<file path="src/rtl/uart_hex_printer.sv">
// uart_hex_printer: buffers DATA_W-bit words in a small FIFO, renders each
// word as uppercase ASCII hex (MSB nibble first, leading zeros kept), appends
// CR LF, and sends the characters on an 8N1 UART line.
//
// Optional build macro PRINT_PREFIX_EN: when defined, every word is preceded
// by the characters '0' 'x'.
//
// Ports:
//   clk_100MHz    system clock
//   rst_i         asynchronous active-high reset
//   data_i        word to print
//   valid_i       word-valid strobe; push when valid_i && ready_o
//   ready_o       FIFO not full
//   uarttx_ser_o  UART serial output, idles high
//   busy_o        work pending (FIFO non-empty or printer active)
//   overflow_o    sticky: a word was offered while the FIFO was full
//   dbg_sel_i     debug display select
//   dbg_disp_o    debug display value (one-cycle latency)
module uart_hex_printer #(
  parameter int unsigned BAUD_PER   = 868,
  parameter int unsigned DATA_W     = 32,
  parameter int unsigned FIFO_DEPTH = 8
) (
  input  logic              clk_100MHz,
  input  logic              rst_i,
  input  logic [DATA_W-1:0] data_i,
  input  logic              valid_i,
  output logic              ready_o,
  output logic              uarttx_ser_o,
  output logic              busy_o,
  output logic              overflow_o,
  input  logic [3:0]        dbg_sel_i,
  output logic [7:0]        dbg_disp_o
);

  localparam int unsigned NDIG   = DATA_W / 4;
  localparam int unsigned IDX_W  = (NDIG > 1) ? $clog2(NDIG) : 1;
  localparam int unsigned PTR_W  = $clog2(FIFO_DEPTH);
  localparam int unsigned CNT_W  = PTR_W + 1;
  localparam int unsigned BAUD_W = $clog2(BAUD_PER);

  localparam logic [2:0] ST_IDLE  = 3'd0;
  localparam logic [2:0] ST_LOAD  = 3'd1;
  localparam logic [2:0] ST_START = 3'd2;
  localparam logic [2:0] ST_DATA  = 3'd3;
  localparam logic [2:0] ST_STOP  = 3'd4;
  localparam logic [2:0] ST_NEXT  = 3'd5;

  // Which part of the per-word character sequence is being sent
  localparam logic [2:0] PH_PFX0 = 3'd0;
  localparam logic [2:0] PH_PFX1 = 3'd1;
  localparam logic [2:0] PH_HEX  = 3'd2;
  localparam logic [2:0] PH_CR   = 3'd3;
  localparam logic [2:0] PH_LF   = 3'd4;

`ifdef PRINT_PREFIX_EN
  localparam logic [2:0] PH_FIRST = PH_PFX0;
`else
  localparam logic [2:0] PH_FIRST = PH_HEX;
`endif

  logic [DATA_W-1:0] mem_q [FIFO_DEPTH];
  logic [PTR_W-1:0]  wr_ptr_q, wr_ptr_d, rd_ptr_q, rd_ptr_d;
  logic [CNT_W-1:0]  count_q, count_d;
  logic              nempty_q, nempty_d;
  logic              idle_q, idle_d;
  logic              ready_q, ready_d;
  logic              overflow_q, overflow_d;
  logic              busy_q, busy_d;
  logic              line_q, line_d;
  logic [7:0]        dbg_q, dbg_d;

  logic [2:0]        state_q, state_d;
  logic [2:0]        phase_q, phase_d;
  logic [IDX_W-1:0]  idx_q, idx_d;
  logic [DATA_W-1:0] sh_q, sh_d;
  logic [7:0]        tx_q, tx_d;
  logic [BAUD_W-1:0] baud_q, baud_d;
  logic [2:0]        bit_q, bit_d;
  logic [7:0]        words_q, words_d;

  logic              push, pop, baud_done;
  logic [3:0]        nib;
  logic [7:0]        char_sel;

  assign push      = valid_i && ready_q;
  // Pop decision uses the registered non-empty flag, so a fresh word waits one cycle
  assign pop       = (state_q == ST_IDLE) && nempty_q;
  assign baud_done = (baud_q == BAUD_W'(BAUD_PER - 1));
  assign nib       = sh_q[DATA_W-1 -: 4];

  // Character for the current sequence position
  always_comb begin
    char_sel = 8'h0A;
    unique case (phase_q)
      PH_PFX0: char_sel = 8'h30;
      PH_PFX1: char_sel = 8'h78;
      PH_HEX:  char_sel = (nib < 4'd10) ? (8'h30 + {4'h0, nib}) : (8'h37 + {4'h0, nib});
      PH_CR:   char_sel = 8'h0D;
      default: char_sel = 8'h0A;
    endcase
  end

  // FIFO bookkeeping and status flags
  always_comb begin
    wr_ptr_d   = push ? (wr_ptr_q + PTR_W'(1)) : wr_ptr_q;
    rd_ptr_d   = pop  ? (rd_ptr_q + PTR_W'(1)) : rd_ptr_q;
    count_d    = count_q;
    unique case ({push, pop})
      2'b10:   count_d = count_q + CNT_W'(1);
      2'b01:   count_d = count_q - CNT_W'(1);
      default: count_d = count_q;
    endcase
    ready_d    = (count_d != CNT_W'(FIFO_DEPTH));
    overflow_d = overflow_q | (valid_i & ~ready_q);
    nempty_d   = (count_q != '0);
    idle_d     = (state_q == ST_IDLE);
    busy_d     = nempty_q | ~idle_q;
  end

  // Printer FSM next state
  always_comb begin
    state_d = state_q;
    phase_d = phase_q;
    idx_d   = idx_q;
    sh_d    = sh_q;
    tx_d    = tx_q;
    baud_d  = baud_q + BAUD_W'(1);
    bit_d   = bit_q;
    words_d = words_q;
    unique case (state_q)
      ST_IDLE: begin
        baud_d = '0;
        if (nempty_q) begin
          sh_d    = mem_q[rd_ptr_q];
          idx_d   = IDX_W'(NDIG - 1);
          phase_d = PH_FIRST;
          state_d = ST_LOAD;
        end
      end
      ST_LOAD: begin
        baud_d  = '0;
        tx_d    = char_sel;
        state_d = ST_START;
      end
      ST_START: begin
        if (baud_done) begin
          baud_d  = '0;
          bit_d   = 3'd0;
          state_d = ST_DATA;
        end
      end
      ST_DATA: begin
        if (baud_done) begin
          baud_d = '0;
          if (bit_q == 3'd7) state_d = ST_STOP;
          else               bit_d   = bit_q + 3'd1;
        end
      end
      ST_STOP: begin
        if (baud_done) begin
          baud_d  = '0;
          state_d = ST_NEXT;
        end
      end
      ST_NEXT: begin
        baud_d  = '0;
        state_d = ST_LOAD;
        unique case (phase_q)
          PH_PFX0: phase_d = PH_PFX1;
          PH_PFX1: phase_d = PH_HEX;
          PH_HEX: begin
            if (idx_q != '0) begin
              idx_d = idx_q - IDX_W'(1);
              sh_d  = sh_q << 4;
            end else begin
              phase_d = PH_CR;
            end
          end
          PH_CR:   phase_d = PH_LF;
          default: begin
            words_d = words_q + 8'd1;
            state_d = ST_IDLE;
          end
        endcase
      end
      default: begin
        baud_d  = '0;
        state_d = ST_IDLE;
      end
    endcase
  end

  // Serial line follows the next state so it changes on the state-entry edge
  always_comb begin
    line_d = 1'b1;
    if (state_d == ST_START)     line_d = 1'b0;
    else if (state_d == ST_DATA) line_d = tx_d[bit_d];
  end

  // Debug display mux
  always_comb begin
    dbg_d = 8'h00;
    unique case (dbg_sel_i)
      4'd0:    dbg_d = 8'(count_q);
      4'd1:    dbg_d = {5'b0, state_q};
      4'd2:    dbg_d = tx_q;
      4'd3:    dbg_d = 8'(idx_q);
      4'd4:    dbg_d = words_q;
      4'd5:    dbg_d = {7'b0, overflow_q};
      default: dbg_d = 8'h00;
    endcase
  end

  // FIFO storage, no reset needed
  always_ff @(posedge clk_100MHz) begin
    if (push) mem_q[wr_ptr_q] <= data_i;
  end

  always_ff @(posedge clk_100MHz or posedge rst_i) begin
    if (rst_i) begin
      wr_ptr_q   <= '0;
      rd_ptr_q   <= '0;
      count_q    <= '0;
      nempty_q   <= 1'b0;
      idle_q     <= 1'b1;
      ready_q    <= 1'b1;
      overflow_q <= 1'b0;
      busy_q     <= 1'b0;
      line_q     <= 1'b1;
      dbg_q      <= 8'h00;
      state_q    <= ST_IDLE;
      phase_q    <= PH_FIRST;
      idx_q      <= '0;
      sh_q       <= '0;
      tx_q       <= 8'h00;
      baud_q     <= '0;
      bit_q      <= 3'd0;
      words_q    <= 8'h00;
    end else begin
      wr_ptr_q   <= wr_ptr_d;
      rd_ptr_q   <= rd_ptr_d;
      count_q    <= count_d;
      nempty_q   <= nempty_d;
      idle_q     <= idle_d;
      ready_q    <= ready_d;
      overflow_q <= overflow_d;
      busy_q     <= busy_d;
      line_q     <= line_d;
      dbg_q      <= dbg_d;
      state_q    <= state_d;
      phase_q    <= phase_d;
      idx_q      <= idx_d;
      sh_q       <= sh_d;
      tx_q       <= tx_d;
      baud_q     <= baud_d;
      bit_q      <= bit_d;
      words_q    <= words_d;
    end
  end

  assign ready_o      = ready_q;
  assign uarttx_ser_o = line_q;
  assign busy_o       = busy_q;
  assign overflow_o   = overflow_q;
  assign dbg_disp_o   = dbg_q;

endmodule

</file>
<file path="config.mk">
export PLATFORM = sky130hd
export DESIGN_NAME = uart_hex_printer
export DESIGN_NICKNAME = d
export VERILOG_FILES = /design/src/rtl/uart_hex_printer.sv
export SDC_FILE = /design/constraint.sdc
export NUM_CORES = 1
export LEC_CHECK = 0
export CAP_MARGIN = 20
export CORE_ASPECT_RATIO = 0.5
export CORE_MARGIN = 2
export CORE_UTILIZATION = 55
export CTS_CLUSTER_SIZE = 10
export DETAILED_ROUTE_END_ITERATION = 10
export PLACE_DENSITY = 0.76
export SLEW_MARGIN = 20
export SYNTH_ARGS = -nofsm -noshare
export SYNTH_HDL_FRONTEND = slang
export SYNTH_SLANG_ARGS = --single-unit
</file>
<file path="constraint.sdc">
create_clock -name clk_100MHz -period 5.8 [get_ports clk_100MHz]
set_input_delay 1.45 -clock clk_100MHz [delete_from_list [all_inputs] [get_ports clk_100MHz]]
set_output_delay 1.45 -clock clk_100MHz [all_outputs]
set_load 0.01 [all_outputs]
</file>
== Word-level counts from Yosys, hierarchy flattened ==
Memories as Yosys holds them, arrays and structs flattened.
Index checks and enable logic that the tools add are counted.

* Register bits after elaboration: 94
* Bits in writable memories: 256
* Bits of input ports: 39
* Output and inout bits: 12
* Logic and storage cells: 111
* Memories: 1

{| class="wikitable"
|+ Memory list
! name !! words !! width !! rd ports !! clocked after memory_dff !! wr ports !! line !! source
|-
| mem_q || 8 || 32 || 1 || 0 || 1 || 62 || <nowiki>logic [DATA_W-1:0] mem_q [FIFO_DEPTH];</nowiki>
|}

* $add $sub $neg: 10
* $lt $le $gt $ge: 2
* Equality and inequality tests: 25
* Mux-type cells: 36
* Bitwise operators: 6
* Reductions and logical operators: 13

{| class="wikitable"
|+ Operators with widths
! operator !! number
|-
| 32-bit 2-to-1 mux || 3
|-
| 32-bit case mux with 2 select lines || 1
|-
| 8-bit case mux with 6 select lines || 1
|-
| 3-bit 2-to-1 mux || 13
|-
| 7-bit case mux with 4 select lines || 1
|-
| 10-bit 2-to-1 mux || 2
|-
| 3-bit by 2-bit == test with 1-bit output (second input constant) || 6
|-
| 3-bit case mux with 2 select lines || 3
|-
| 3-bit case mux with 6 select lines || 1
|-
| 6-bit by 4-bit adder with 7-bit output (first input constant) || 2
|-
| 3-bit case mux with 4 select lines || 1
|-
| 10-bit by 1-bit adder with 10-bit output (second input constant) || 1
|-
| 10-bit == test (second input constant) || 1
|-
| 3-bit by 1-bit adder with 3-bit output (second input constant) || 3
|-
| 3-bit == test (second input constant) || 3
|-
| 8-bit by 1-bit adder with 8-bit output (second input constant) || 1
|-
| 4-bit by 2-bit == test with 1-bit output (second input constant) || 2
|-
| 4-bit by 3-bit == test with 1-bit output (second input constant) || 2
|-
| 8-bit 2-to-1 mux || 1
|-
| 4-bit case mux with 2 select lines || 1
|-
| 4-bit AND reduction || 2
|-
| 7-bit 2-to-1 mux || 1
|-
| 3-bit by 1-bit == test with 1-bit output (second input constant) || 2
|-
| 3-bit zero test || 2
|-
| other kinds (25) || 36
|}

== Longest topological paths before layout ==
Gate-level depths: netlist of run 1.

* Depth in word-level cells: 8
* Mapped depth: 12
* Gate-level depth less buffers: 11

== Worst setup path after synthesis of run 1 ==
Ideal clock, no wire load.

* Path kind: in2reg
* Start: in valid_i
* End: mem mem_q[0][0], enable pin
* Library setup time: 0.461 ns
* Arrival time: 4.070 ns
* Data required time: 5.339 ns
* Slack: 1.269 ns
* Cell stages on the path: 3
* Buffers on the path: 0
* Path through: nand2_1 > or2_2 > nor3_1

* Cells in the longest elaborated chain, start to end: 3

{| class="wikitable"
|+ RTL lines
! item !! line !! source
|-
| from (decl) || 27 || <nowiki>input logic valid_i,</nowiki>
|-
| 1-bit logical AND || 86 || <nowiki>assign push = valid_i && ready_q;</nowiki>
|-
| 1-bit 2-to-1 mux || 217 || <nowiki>if (push) mem_q[wr_ptr_q] <= data_i;</nowiki>
|-
| 1-bit 2-to-1 mux (not written as such) || 217 ||
|-
| to (decl) || 62 ||
|}

Every way passes these cells.

== Worst setup path in the final report of run 1 ==
* Start: reg ready_q, in the netlist ready_o
* End: out ready_o

{| class="wikitable"
|+ RTL lines
! item !! line !! source
|-
| from (decl) || 67 || <nowiki>logic ready_q, ready_d;</nowiki>
|-
| from (signal assigned) || 246 || <nowiki>ready_q <= ready_d;</nowiki>
|-
| to (decl) || 28 || <nowiki>output logic ready_o,</nowiki>
|}

No word-level cell between the ends.

==> impl_metrics.py, run 1 <==
metrics = {
    "outcome": {
        "run_status": "complete, no violations",
    },
    "worst_setup_path": {
        "cell_chain_of_the_critical_path": "clkdlybuf4s50_1",
        "timing.critical_path.buf_inv": 1,
        "timing.critical_path.required_ns": 4.35,
        "worst_setup_path_start_kind": "flip-flop",
        "path_delay_family": "flip-flops",
        "crit_end_element": "primary output",
        "critPathSlowestCell": "sky130_fd_sc_hd__dfstp_2",
        "worst_r2r_startpoint": "rd_ptr_q[0]",
        "critPathMaxStageDelay_ns": 0.57,
        "critical_path.max_fanout": 5,
        "regToRegSetupSlack_ns": 2.90,
        "type_of_the_worst_setup_path": "reg2out",
        "rr_endpoint": "sh_q[31]",
        "reg2reg_depth": 6,
        "critPathArrivalTime_ns": 1.65,
    },
    "logic_synthesis": {
        "synth.yosys.warnings": 0,
        "synth-edff-count": 256,
        "postSynthAreaPerCell_sq_um": 16.6,
        "syn-instance-count": 853,
        "postSynth.asyncResetShare": 0.269,
        "synth.yosys.seq_area_share": 0.709,
        "syn-cell-area_sq_um": 14200,
        "post_synth_num_cell_types": 59,
        "synth-main-ff-cell": "sky130_fd_sc_hd__edfxtp_1",
        "mappedNetlistNets": 904,
        "synth.ff_latch_count": 350,
    },
    "placed_design": {
        "placement.cell_area_sq_um": 15100,
        "gp_congestion": 0.841,
        "place_hpwl_um": 15200,
        "dpl_worst_slack_ns": 1.89,
        "port-buffer-count": 50,
    },
    "final_layout": {
        "area_delta_synth_final_pct": 15.7,
        "filler_cell_count": 1697,
        "layout.cells.most_common_list": "sky130_fd_sc_hd__edfxtp_1, sky130_fd_sc_hd__dfrtp_1, sky130_fd_sc_hd__mux4_2, sky130_fd_sc_hd__nand2_1, sky130_fd_sc_hd__nor2_1",
        "antenna-diode-count": 0,
        "final_core_util": 0.649,
        "regArea_sq_um": 10100,
        "area_of_the_multi_input_gates_sq_um": 3940,
        "final_common_cell": "sky130_fd_sc_hd__edfxtp_1",
        "layout-drive-gt1-share": 0.166,
        "final_design_area_no_fill_sq_um": 16400,
        "final_net_count": 966,
    },
    "detailed_routing": {
        "drt.antenna.violating_nets": 0,
        "wl_per_cell_um": 21.0,
        "detailroute.via_count": 7519,
        "drtPass1Iterations": 5,
        "detail_route.iter0.violations": 692,
        "post_drt_via_cell_ratio": 5.82,
        "detail_route.drc_violations": 0,
        "route.final.wire_length_um": 27100,
    },
    "timing": {
        "postLayoutSetupSlackWorst_ns": 2.70,
        "finalCriticalPeriod_ns": 3.10,
        "finalMaxSlewViolations": 0,
        "rsz_0062_raised_after_global_routing": "false",
        "achievable_frequency_ghz": 0.322,
        "setup_viol": 0,
        "final.period_utilization": 0.535,
        "timing.final.hold_violations": 0,
        "timing.setup.tns_ns": 0,
        "tightest_slew_ns": 0.842,
        "worst_slew_margin_relative_to_its_limit": 0.439,
        "timing.clock.skew_ns": 0.0129,
    },
    "clocking": {
        "clock_tree_from_tritoncts": "built",
        "post_cts_buffers": 0,
        "hold_buffers": 0,
        "clk_pin_slew_worst_paths_ns": 0.06,
        "htreeDepth": 2,
        "ctsRootBufferMaster": "sky130_fd_sc_hd__clkbuf_16",
        "ctsResizeCount": 0,
        "ctsLongestPathBuffers": 3,
        "clk_latency_ns": 0.54,
        "clock_sinks": 350,
        "cts-buffers-inserted": 40,
    },
    "floorplanning": {
        "design.portCount": 51,
        "die_h_um": 117,
        "core.rowCount": 41,
        "initial_core_util": 0.561,
        "die_x_um": 231,
        "total_die_area_sq_um": 27100,
        "core_area_sq_um": 25200,
    },
    "global_route": {
        "grt_max_degree": 66,
        "grt_overflow_total": 0,
        "number_of_global_route_vias_before_repair": 7824,
        "global_route_wire_length_before_repair_um": 43400,
        "grt_util_all_layers": 0.208,
        "number_of_antenna_violations_at_the_first_check_in_global_routing": 0,
    },
    "run": {
        "timing.max_cap.violations": 0,
    },
    "power": {
        "power.static_leakage_nw": 5.80,
        "vdd.ir_drop.worst_mv": 0.205,
        "p_per_area_nw_per_um2": 372,
    },
    "worst_hold_path": {
        "timing.hold.worst_endpoint": "busy_o",
        "holdCritStartpoint": "idle_q",
        "min_path_type": "reg2reg",
        "hold-path-cell-count": 1,
    },
}
## per-stage QoR
step | power (mW) | cells | hold slack [ns]
CTS | 6.11 | 1286 | 0.453
finish | 6.09 | 1291 | 0.447
global placement | 3.75 | 1210 | 0.434
global route | 6.33 | 1291 | 0.459
floorplan | 3.52 | 853 | 0.423
detailed placement | 3.81 | 1212 | 0.439
## synthesized netlist by cell type, drive strengths merged, types with 5 or more instances
cell | number | area share
a21oi | 41 | 0.014
a22oi | 5 | 0.0027
and3 | 7 | 0.0031
buf | 15 | 0.0054
clkbuf | 29 | 0.0084
dfrtp | 90 | 0.16
edfxtp | 256 | 0.54
ha | 11 | 0.0097
inv | 15 | 0.0040
mux2i | 37 | 0.026
mux4 | 66 | 0.10
nand2 | 59 | 0.016
nand2b | 8 | 0.0041
nand3 | 11 | 0.0039
nor2 | 64 | 0.017
nor3 | 11 | 0.0042
o21ai | 44 | 0.016
xnor2 | 12 | 0.0074
xor2 | 11 | 0.0068
## flip-flops by register name (all words and copies together) (netlist names)
signal	flops
count_q	4
tx_q	8
busy_o	1
state_q	3
phase_q	3
idle_q	1
ready_o	1
uarttx_ser_o	1
idx_q	3
overflow_o	1
baud_q	10
mem_q	256
sh_q	32
dbg_disp_o	8
words_q	8
nempty_q	1
rd_ptr_q	3
wr_ptr_q	3
bit_q	3
## area by class of cell
class | count | share of cell area
sequential | 350 | 0.614
inverter | 15 | 0.00359
tap | 344 | 0.0263
timing repair buffer | 64 | 0.0441
clock inverter | 2 | 0.00244
clock buffer | 72 | 0.0697
multi-input combinational | 444 | 0.240
## worst reg2reg max path: stages (launching register included)
cell and delay, ns:
sky130_fd_sc_hd__dfrtp_4 0.96, sky130_fd_sc_hd__buf_4 0.63, sky130_fd_sc_hd__mux4_2 0.60, sky130_fd_sc_hd__mux2i_1 0.16
sky130_fd_sc_hd__nor2_1 0.08, sky130_fd_sc_hd__a21oi_1 0.23, sky130_fd_sc_hd__o21ai_0 0.10
## where the power goes
part / leakage (nW) / switching, mW / internal (mW)
Combinational: 1.78 / 0.375 / 0.254
Clock: 0.561 / 0.965 / 1.34
Sequential: 3.45 / 0.120 / 3.04
## how the worst max path moves through the flow
stage / to / depth (start not counted) / start
finish: ready_o / 1 / ready_o
global route: mem_q[4][25] / 5 / valid_i
CTS: mem_q[4][19] / 4 / valid_i
floorplan: mem_q[0][0] / 3 / valid_i
detailed placement: mem_q[4][19] / 4 / valid_i
global placement: mem_q[4][19] / 4 / valid_i
## routing by layer
metal  global-route usage  routed length, um  vias up
li1                     -                  -     3409
met1                0.286              11600     3862
met2                0.343              13400      201
met3               0.0417               1460       47
met4               0.0601                521        0
met5                    0                  0        -
## cells by family (layout without fill, tap and decap cells)
kind of cell / Yosys count / in the layout / synth area share
mux: 107 / 107 / 0.134
fa+ha+maj: 12 / 12 / 0.0111
simple gates: 185 / 185 / 0.0627
flops: 350 / 350 / 0.709
buf+inv: 59 / 153 / 0.0178
compound gates: 117 / 117 / 0.0508
xor+xnor: 23 / 23 / 0.0142
Note: power is estimated with default switching activity, not from simulation.
==> inputs of run 2 (changes only) <==
Clock period 5.8 ns to 2.9 ns, I/O delays scaled along.
==> run 2 against run 1 <==
Effect of this change:
- core utilization increased by 0.61 points
- cell count increased by 0.70%
- largest power group unchanged
- sequential share of layout area decreased by 0.58 points
- die area did not move
- combinational power increased by 100%
- worst setup slack got worse by 2.2 ns
- non-clock buffer count grew 9
- power grew 100%
==> impl_metrics.py, run 2 (synthesis results as in run 1) <==
metrics = {
    "clocking": {
        "clock_sinks": 350,
        "clk_latency_ns": 0.55,
        "cts-buffers-inserted": 40,
        "post_cts_buffers": 0,
        "htreeDepth": 2,
        "clock_tree_from_tritoncts": "built",
        "hold_buffers": 0,
        "ctsRootBufferMaster": "sky130_fd_sc_hd__clkbuf_16",
        "ctsResizeCount": 0,
        "ctsLongestPathBuffers": 3,
        "clk_pin_slew_worst_paths_ns": 0.06,
    },
    "final_layout": {
        "max_reg_flops": 256,
        "final_core_util": 0.655,
        "antenna-diode-count": 0,
        "final_common_cell": "sky130_fd_sc_hd__edfxtp_1",
        "area_delta_synth_final_pct": 16.7,
        "layout.cells.most_common_list": "sky130_fd_sc_hd__edfxtp_1, sky130_fd_sc_hd__dfrtp_1, sky130_fd_sc_hd__mux4_2, sky130_fd_sc_hd__nand2_1, sky130_fd_sc_hd__nor2_1",
        "layout-drive-gt1-share": 0.174,
        "final_net_count": 975,
        "regMostFlops": "mem_q",
        "biggestRegsByFlops": "mem_q: 256 flops, sh_q: 32 flops, baud_q: 10 flops",
    },
    "power": {
        "p_per_area_nw_per_um2": 735,
        "power.static_leakage_nw": 5.86,
        "vdd.ir_drop.worst_mv": 0.409,
    },
    "global_route": {
        "grt_max_degree": 95,
        "global_route_wire_length_before_repair_um": 43900,
        "number_of_global_route_vias_before_repair": 7925,
        "number_of_antenna_violations_at_the_first_check_in_global_routing": 0,
        "grt_overflow_total": 0,
        "grt_util_all_layers": 0.210,
    },
    "placed_design": {
        "place_hpwl_um": 15300,
        "dpl_worst_slack_ns": 0.145,
        "port-buffer-count": 50,
        "gp_congestion": 0.814,
    },
    "timing": {
        "achievable_frequency_ghz": 0.411,
        "tightest_slew_ns": 0.731,
        "setup_viol": 0,
        "timing.clock.skew_ns": 0.0313,
        "finalCriticalPeriod_ns": 2.43,
        "timing.final.hold_violations": 0,
        "finalMaxSlewViolations": 0,
        "final.period_utilization": 0.840,
        "postLayoutSetupSlackWorst_ns": 0.465,
        "worst_slew_margin_relative_to_its_limit": 0.513,
        "rsz_0062_raised_after_global_routing": "false",
    },
    "worst_setup_path": {
        "timing.critical_path.required_ns": 3.35,
        "critical_path.max_fanout": 15,
        "worst_setup_path_start_kind": "flip-flop",
        "type_of_the_worst_setup_path": "reg2reg",
        "crit_end_element": "flip-flop",
        "worst_r2r_startpoint": "state_q[2]",
        "rr_endpoint": "ready_o",
        "critPathArrivalTime_ns": 2.89,
        "reg2reg_depth": 11,
        "regToRegSetupSlack_ns": 0.47,
    },
    "floorplanning": {
        "core_area_sq_um": 25200,
        "total_die_area_sq_um": 27100,
        "die_h_um": 117,
        "design.portCount": 51,
        "die_x_um": 231,
        "initial_core_util": 0.561,
        "core.rowCount": 41,
    },
    "worst_hold_path": {
        "hold-path-cell-count": 1,
        "timing.hold.worst_endpoint": "idle_q",
        "holdCritStartpoint": "state_q[1]",
        "min_path_type": "reg2reg",
    },
    "detailed_routing": {
        "detail_route.iter0.violations": 640,
        "detailroute.via_count": 7507,
        "detail_route.drc_violations": 0,
        "post_drt_via_cell_ratio": 5.77,
        "drt.antenna.violating_nets": 0,
        "drtPass1Iterations": 5,
        "wl_per_cell_um": 20.8,
        "route.final.wire_length_um": 27100,
    },
    "outcome": {
        "run_status": "complete, no violations",
    },
    "run": {
        "timing.max_cap.violations": 0,
    },
}
[run 2: changes by cell type in the layout (fill, tap and decap cells not counted), moves of 2 or more]
| cell | delta |
|---|---|
| sky130_fd_sc_hd__buf_12 | +12 |
| sky130_fd_sc_hd__inv_16 | -2 |
| sky130_fd_sc_hd__nor3_4 | +2 |
| sky130_fd_sc_hd__buf_16 | -4 |
| sky130_fd_sc_hd__nor3_2 | -2 |
| sky130_fd_sc_hd__clkinv_16 | +2 |
[run 2: layer usage]
layer	GRT usage	vias to the layer above	share of wire
li1	-	3406	-
met1	0.297	3838	0.44
met2	0.338	212	0.48
met3	0.0402	51	0.054
met4	0.0617	0	0.020
met5	0	-	0
[run 2: stage by stage]
stage | total power [mW] | cell area, sq um | cells | TNS, ns | hold slack (ns)
CTS | 12.3 | 16500 | 1299 | 0 | 0.420
global route | 12.6 | 16500 | 1300 | 0 | 0.441
global placement | 7.63 | 15300 | 1225 | 0 | 0.399
floorplan | 7.04 | 14200 | 853 | -4.14 | 0.423
detailed placement | 7.71 | 15300 | 1225 | 0 | 0.411
finish | 12.2 | 16500 | 1300 | 0 | 0.412
[run 2: worst max path at each step]
stage / start / endpoint / cells past startpoint
floorplan: valid_i / mem_q[6][0] / 3
global placement: valid_i / ready_o / 10
detailed placement: valid_i / ready_o / 10
CTS: state_q[2] / ready_o / 11
global route: state_q[2] / ready_o / 11
finish: state_q[2] / ready_o / 11
[run 2: area by class of cell]
type / instances / area [sq um]
inverters: 15 / 60.1
multi-input cells: 444 / 3950
clock inverters: 3 / 68.8
fillers: 1709 / 8700
well taps: 344 / 430
clock buffers: 71 / 1120
flip-flops and latches: 350 / 10100
repair buffers: 73 / 861
[run 2: where the power goes]
group          switching [mW]  internal, mW
Combinational           0.763         0.517
Clock                    1.93          2.63
Sequential              0.246          6.08
[run 2: critical path, cell delays in order (launching register included)]
cell and delay (ns):
sky130_fd_sc_hd__dfrtp_1 0.53, sky130_fd_sc_hd__nor3_1 0.28, sky130_fd_sc_hd__nand2_1 0.10, sky130_fd_sc_hd__inv_1 0.16
sky130_fd_sc_hd__ha_1 0.23, sky130_fd_sc_hd__ha_1 0.25, sky130_fd_sc_hd__a21o_1 0.18, sky130_fd_sc_hd__a21oi_1 0.16
sky130_fd_sc_hd__xnor2_1 0.09, sky130_fd_sc_hd__nor2_1 0.11, sky130_fd_sc_hd__xor2_1 0.19, sky130_fd_sc_hd__nand2_1 0.07
==> inputs of run 3 (changes only) <==
Clock period 2.9 ns to 2.4 ns, I/O delays scaled along.
==> run 3 against run 2 <==
Effect of this change:
- sequential share of layout area fell by 0.76 points
- cell area rose by 1.3%
- power rose by 22%
- clock skew fell by 0.015 ns
- largest power group unchanged
- sequential cell count did not move
- first-iteration DRC count rose by 16%
- register-to-register slack got worse by 0.36 ns
- core utilization rose by 0.83 points
- worst setup slack got worse by 0.36 ns
- critical endpoint is now uarttx_ser_o
- critical path depth fell by 3
- cell count rose by 1.4%
- count of clock-buffer cells in the layout did not move
==> impl_metrics.py, run 3 (synthesis results as in run 1) <==
metrics = {
    "worst_setup_path": {
        "critical_path.max_fanout": 4,
        "cell_chain_of_the_critical_path": "ha_4 -> or3b_4 -> or4_4 -> o21ai_4 -> o21ai_2 -> o2111ai_1 -> o31ai_1 -> o31ai_1",
        "crit_end_element": "flip-flop",
        "worst_r2r_startpoint": "baud_q[1]",
        "timing.critical_path.buf_inv": 0,
        "setup.worst_path.start": "baud_q[1]",
        "cpMostUsedCell": "sky130_fd_sc_hd__o31ai_1",
        "critPathMaxStageDelay_ns": 0.48,
        "critPathSlowestCell": "sky130_fd_sc_hd__or4_4",
        "timing.critical_path.required_ns": 2.83,
        "type_of_the_worst_setup_path": "reg2reg",
        "critPathArrivalTime_ns": 2.73,
        "path_delay_family": "simple AND/OR/NAND/NOR gates",
        "worst_setup_path_start_kind": "flip-flop",
    },
    "detailed_routing": {
        "drt.antenna.violating_nets": 0,
        "detail_route.iter0.violations": 743,
        "wl_per_cell_um": 21.1,
        "route.final.wire_length_um": 27800,
        "post_drt_via_cell_ratio": 5.84,
        "drtPass1Iterations": 5,
        "detail_route.drc_violations": 0,
        "detailroute.via_count": 7691,
    },
    "floorplanning": {
        "die_h_um": 117,
        "total_die_area_sq_um": 27100,
        "initial_core_util": 0.561,
        "core_area_sq_um": 25200,
        "core.rowCount": 41,
        "design.portCount": 51,
        "die_x_um": 231,
    },
    "timing": {
        "tightest_slew_ns": 0.538,
        "timing.setup.tns_ns": 0,
        "timing.final.hold_violations": 0,
        "final.period_utilization": 0.957,
        "holdWs_ns": 0.403,
        "worst_slew_margin_relative_to_its_limit": 0.640,
        "achievable_frequency_ghz": 0.435,
        "setup_viol": 0,
        "rsz_0062_raised_after_global_routing": "true",
        "finalCriticalPeriod_ns": 2.30,
        "finalMaxSlewViolations": 0,
        "timing.clock.skew_ns": 0.0160,
    },
    "final_layout": {
        "max_reg_flops": 256,
        "final_common_cell": "sky130_fd_sc_hd__edfxtp_1",
        "final_design_area_no_fill_sq_um": 16700,
        "layout-drive-gt1-share": 0.193,
        "biggestRegsByFlops": "mem_q: 256 flops, sh_q: 32 flops, baud_q: 10 flops",
        "layout.cells.most_common_list": "sky130_fd_sc_hd__edfxtp_1, sky130_fd_sc_hd__dfrtp_1, sky130_fd_sc_hd__mux4_2, sky130_fd_sc_hd__nand2_1, sky130_fd_sc_hd__nor2_1",
        "final_net_count": 994,
        "final_cells": 1318,
        "regMostFlops": "mem_q",
        "antenna-diode-count": 0,
        "area_delta_synth_final_pct": 18.2,
    },
    "power": {
        "p_total_mw": 14.8,
        "comb_power_share": 0.111,
        "power.static_leakage_nw": 5.97,
        "p_per_area_nw_per_um2": 882,
        "vdd.ir_drop.worst_mv": 0.445,
        "p_clk_frac": 0.372,
        "switching_share": 0.238,
        "power.share.sequential": 0.517,
        "power.net_switching_mw": 3.52,
        "cellInternalPower_mw": 11.3,
    },
    "placed_design": {
        "placement.cell_area_sq_um": 15500,
        "place_hpwl_um": 16100,
        "gp_congestion": 0.865,
        "port-buffer-count": 50,
        "dp.cells": 1243,
    },
    "outcome": {
        "run_status": "complete, no violations",
    },
    "clocking": {
        "cts-buffers-inserted": 40,
        "clk_latency_ns": 0.54,
        "htreeDepth": 2,
        "clock_tree_from_tritoncts": "built",
        "ctsRootBufferMaster": "sky130_fd_sc_hd__clkbuf_16",
        "hold_buffers": 0,
        "clock_sinks": 350,
        "clk_pin_slew_worst_paths_ns": 0.06,
        "ctsLongestPathBuffers": 3,
    },
    "global_route": {
        "grt_util_all_layers": 0.215,
        "number_of_antenna_violations_at_the_first_check_in_global_routing": 0,
        "gr-usage-met2": 0.346,
        "globalRouteMet1Util": 0.311,
        "grt_max_degree": 71,
        "global_route_wire_length_before_repair_um": 44500,
        "grt_busiest_layer": "met2",
        "number_of_global_route_vias_before_repair": 7924,
        "grt_overflow_total": 0,
        "routing_usage_on_met3": 0.0373,
    },
    "worst_hold_path": {
        "holdCritStartpoint": "state_q[0]",
        "min_path_type": "reg2reg",
    },
    "run": {
        "timing.max_cap.violations": 0,
    },
}
-- run 3: what timing repair did --
| action | 4_1_cts | 5_1_grt |
|---|---|---|
| endpoints found under the setup margin | 0 | 1 |
| buffers inserted | 0 | 1 |
| gates resized for setup | 0 | 6 |
-- run 3: path summary, 6_finish.rpt --
| kind | end | slack [ns] | cells after the start |
|---|---|---|---|
| max | uarttx_ser_o | 0.10 | 8 |
| min | idle_q | 0.40 | 1 |
| max reg2reg | uarttx_ser_o | 0.10 | 8 |
| min reg2reg | idle_q | 0.40 | 1 |
| max in group asynchronous | rd_ptr_q[0] | 1.53 | 3 |
| min in group asynchronous | busy_o | 0.52 | 3 |
-- run 3: layout make-up --
cell class	instances	area, sq um
clock buffer	71	1140
clock inverter	2	46.3
fill	1677	8490
inverter	15	60.1
multi-input combinational	444	3980
sequential	350	10100
tap	344	430
timing repair buffer	92	1040
-- run 3: layer usage --
| layer | share of wire | up-vias |
|---|---|---|
| met5 | 0 | - |
| met4 | 0.016 | 0 |
| met3 | 0.053 | 41 |
| met2 | 0.48 | 243 |
| met1 | 0.45 | 3959 |
| li1 | - | 3448 |
-- run 3: through the flow --
step	utilization	worst slack, ns
2_1_floorplan	-	-0.418
3_3_place_gp	0.614	-0.120
3_5_place_dp	0.614	-0.150
4_1_cts	0.661	0.0857
5_1_grt	0.664	-0.0133
6_report	0.664	0.103
-- run 3: power by group through the flow --
stage	sequential, mW	combinational (mW)	clock [mW]
2_1_floorplan	7.66	0.849	0
3_3_place_gp	7.70	1.60	0
3_5_place_dp	7.75	1.66	0
4_1_cts	7.64	1.66	5.61
5_1_grt	7.70	1.78	5.86
6_report	7.64	1.64	5.50
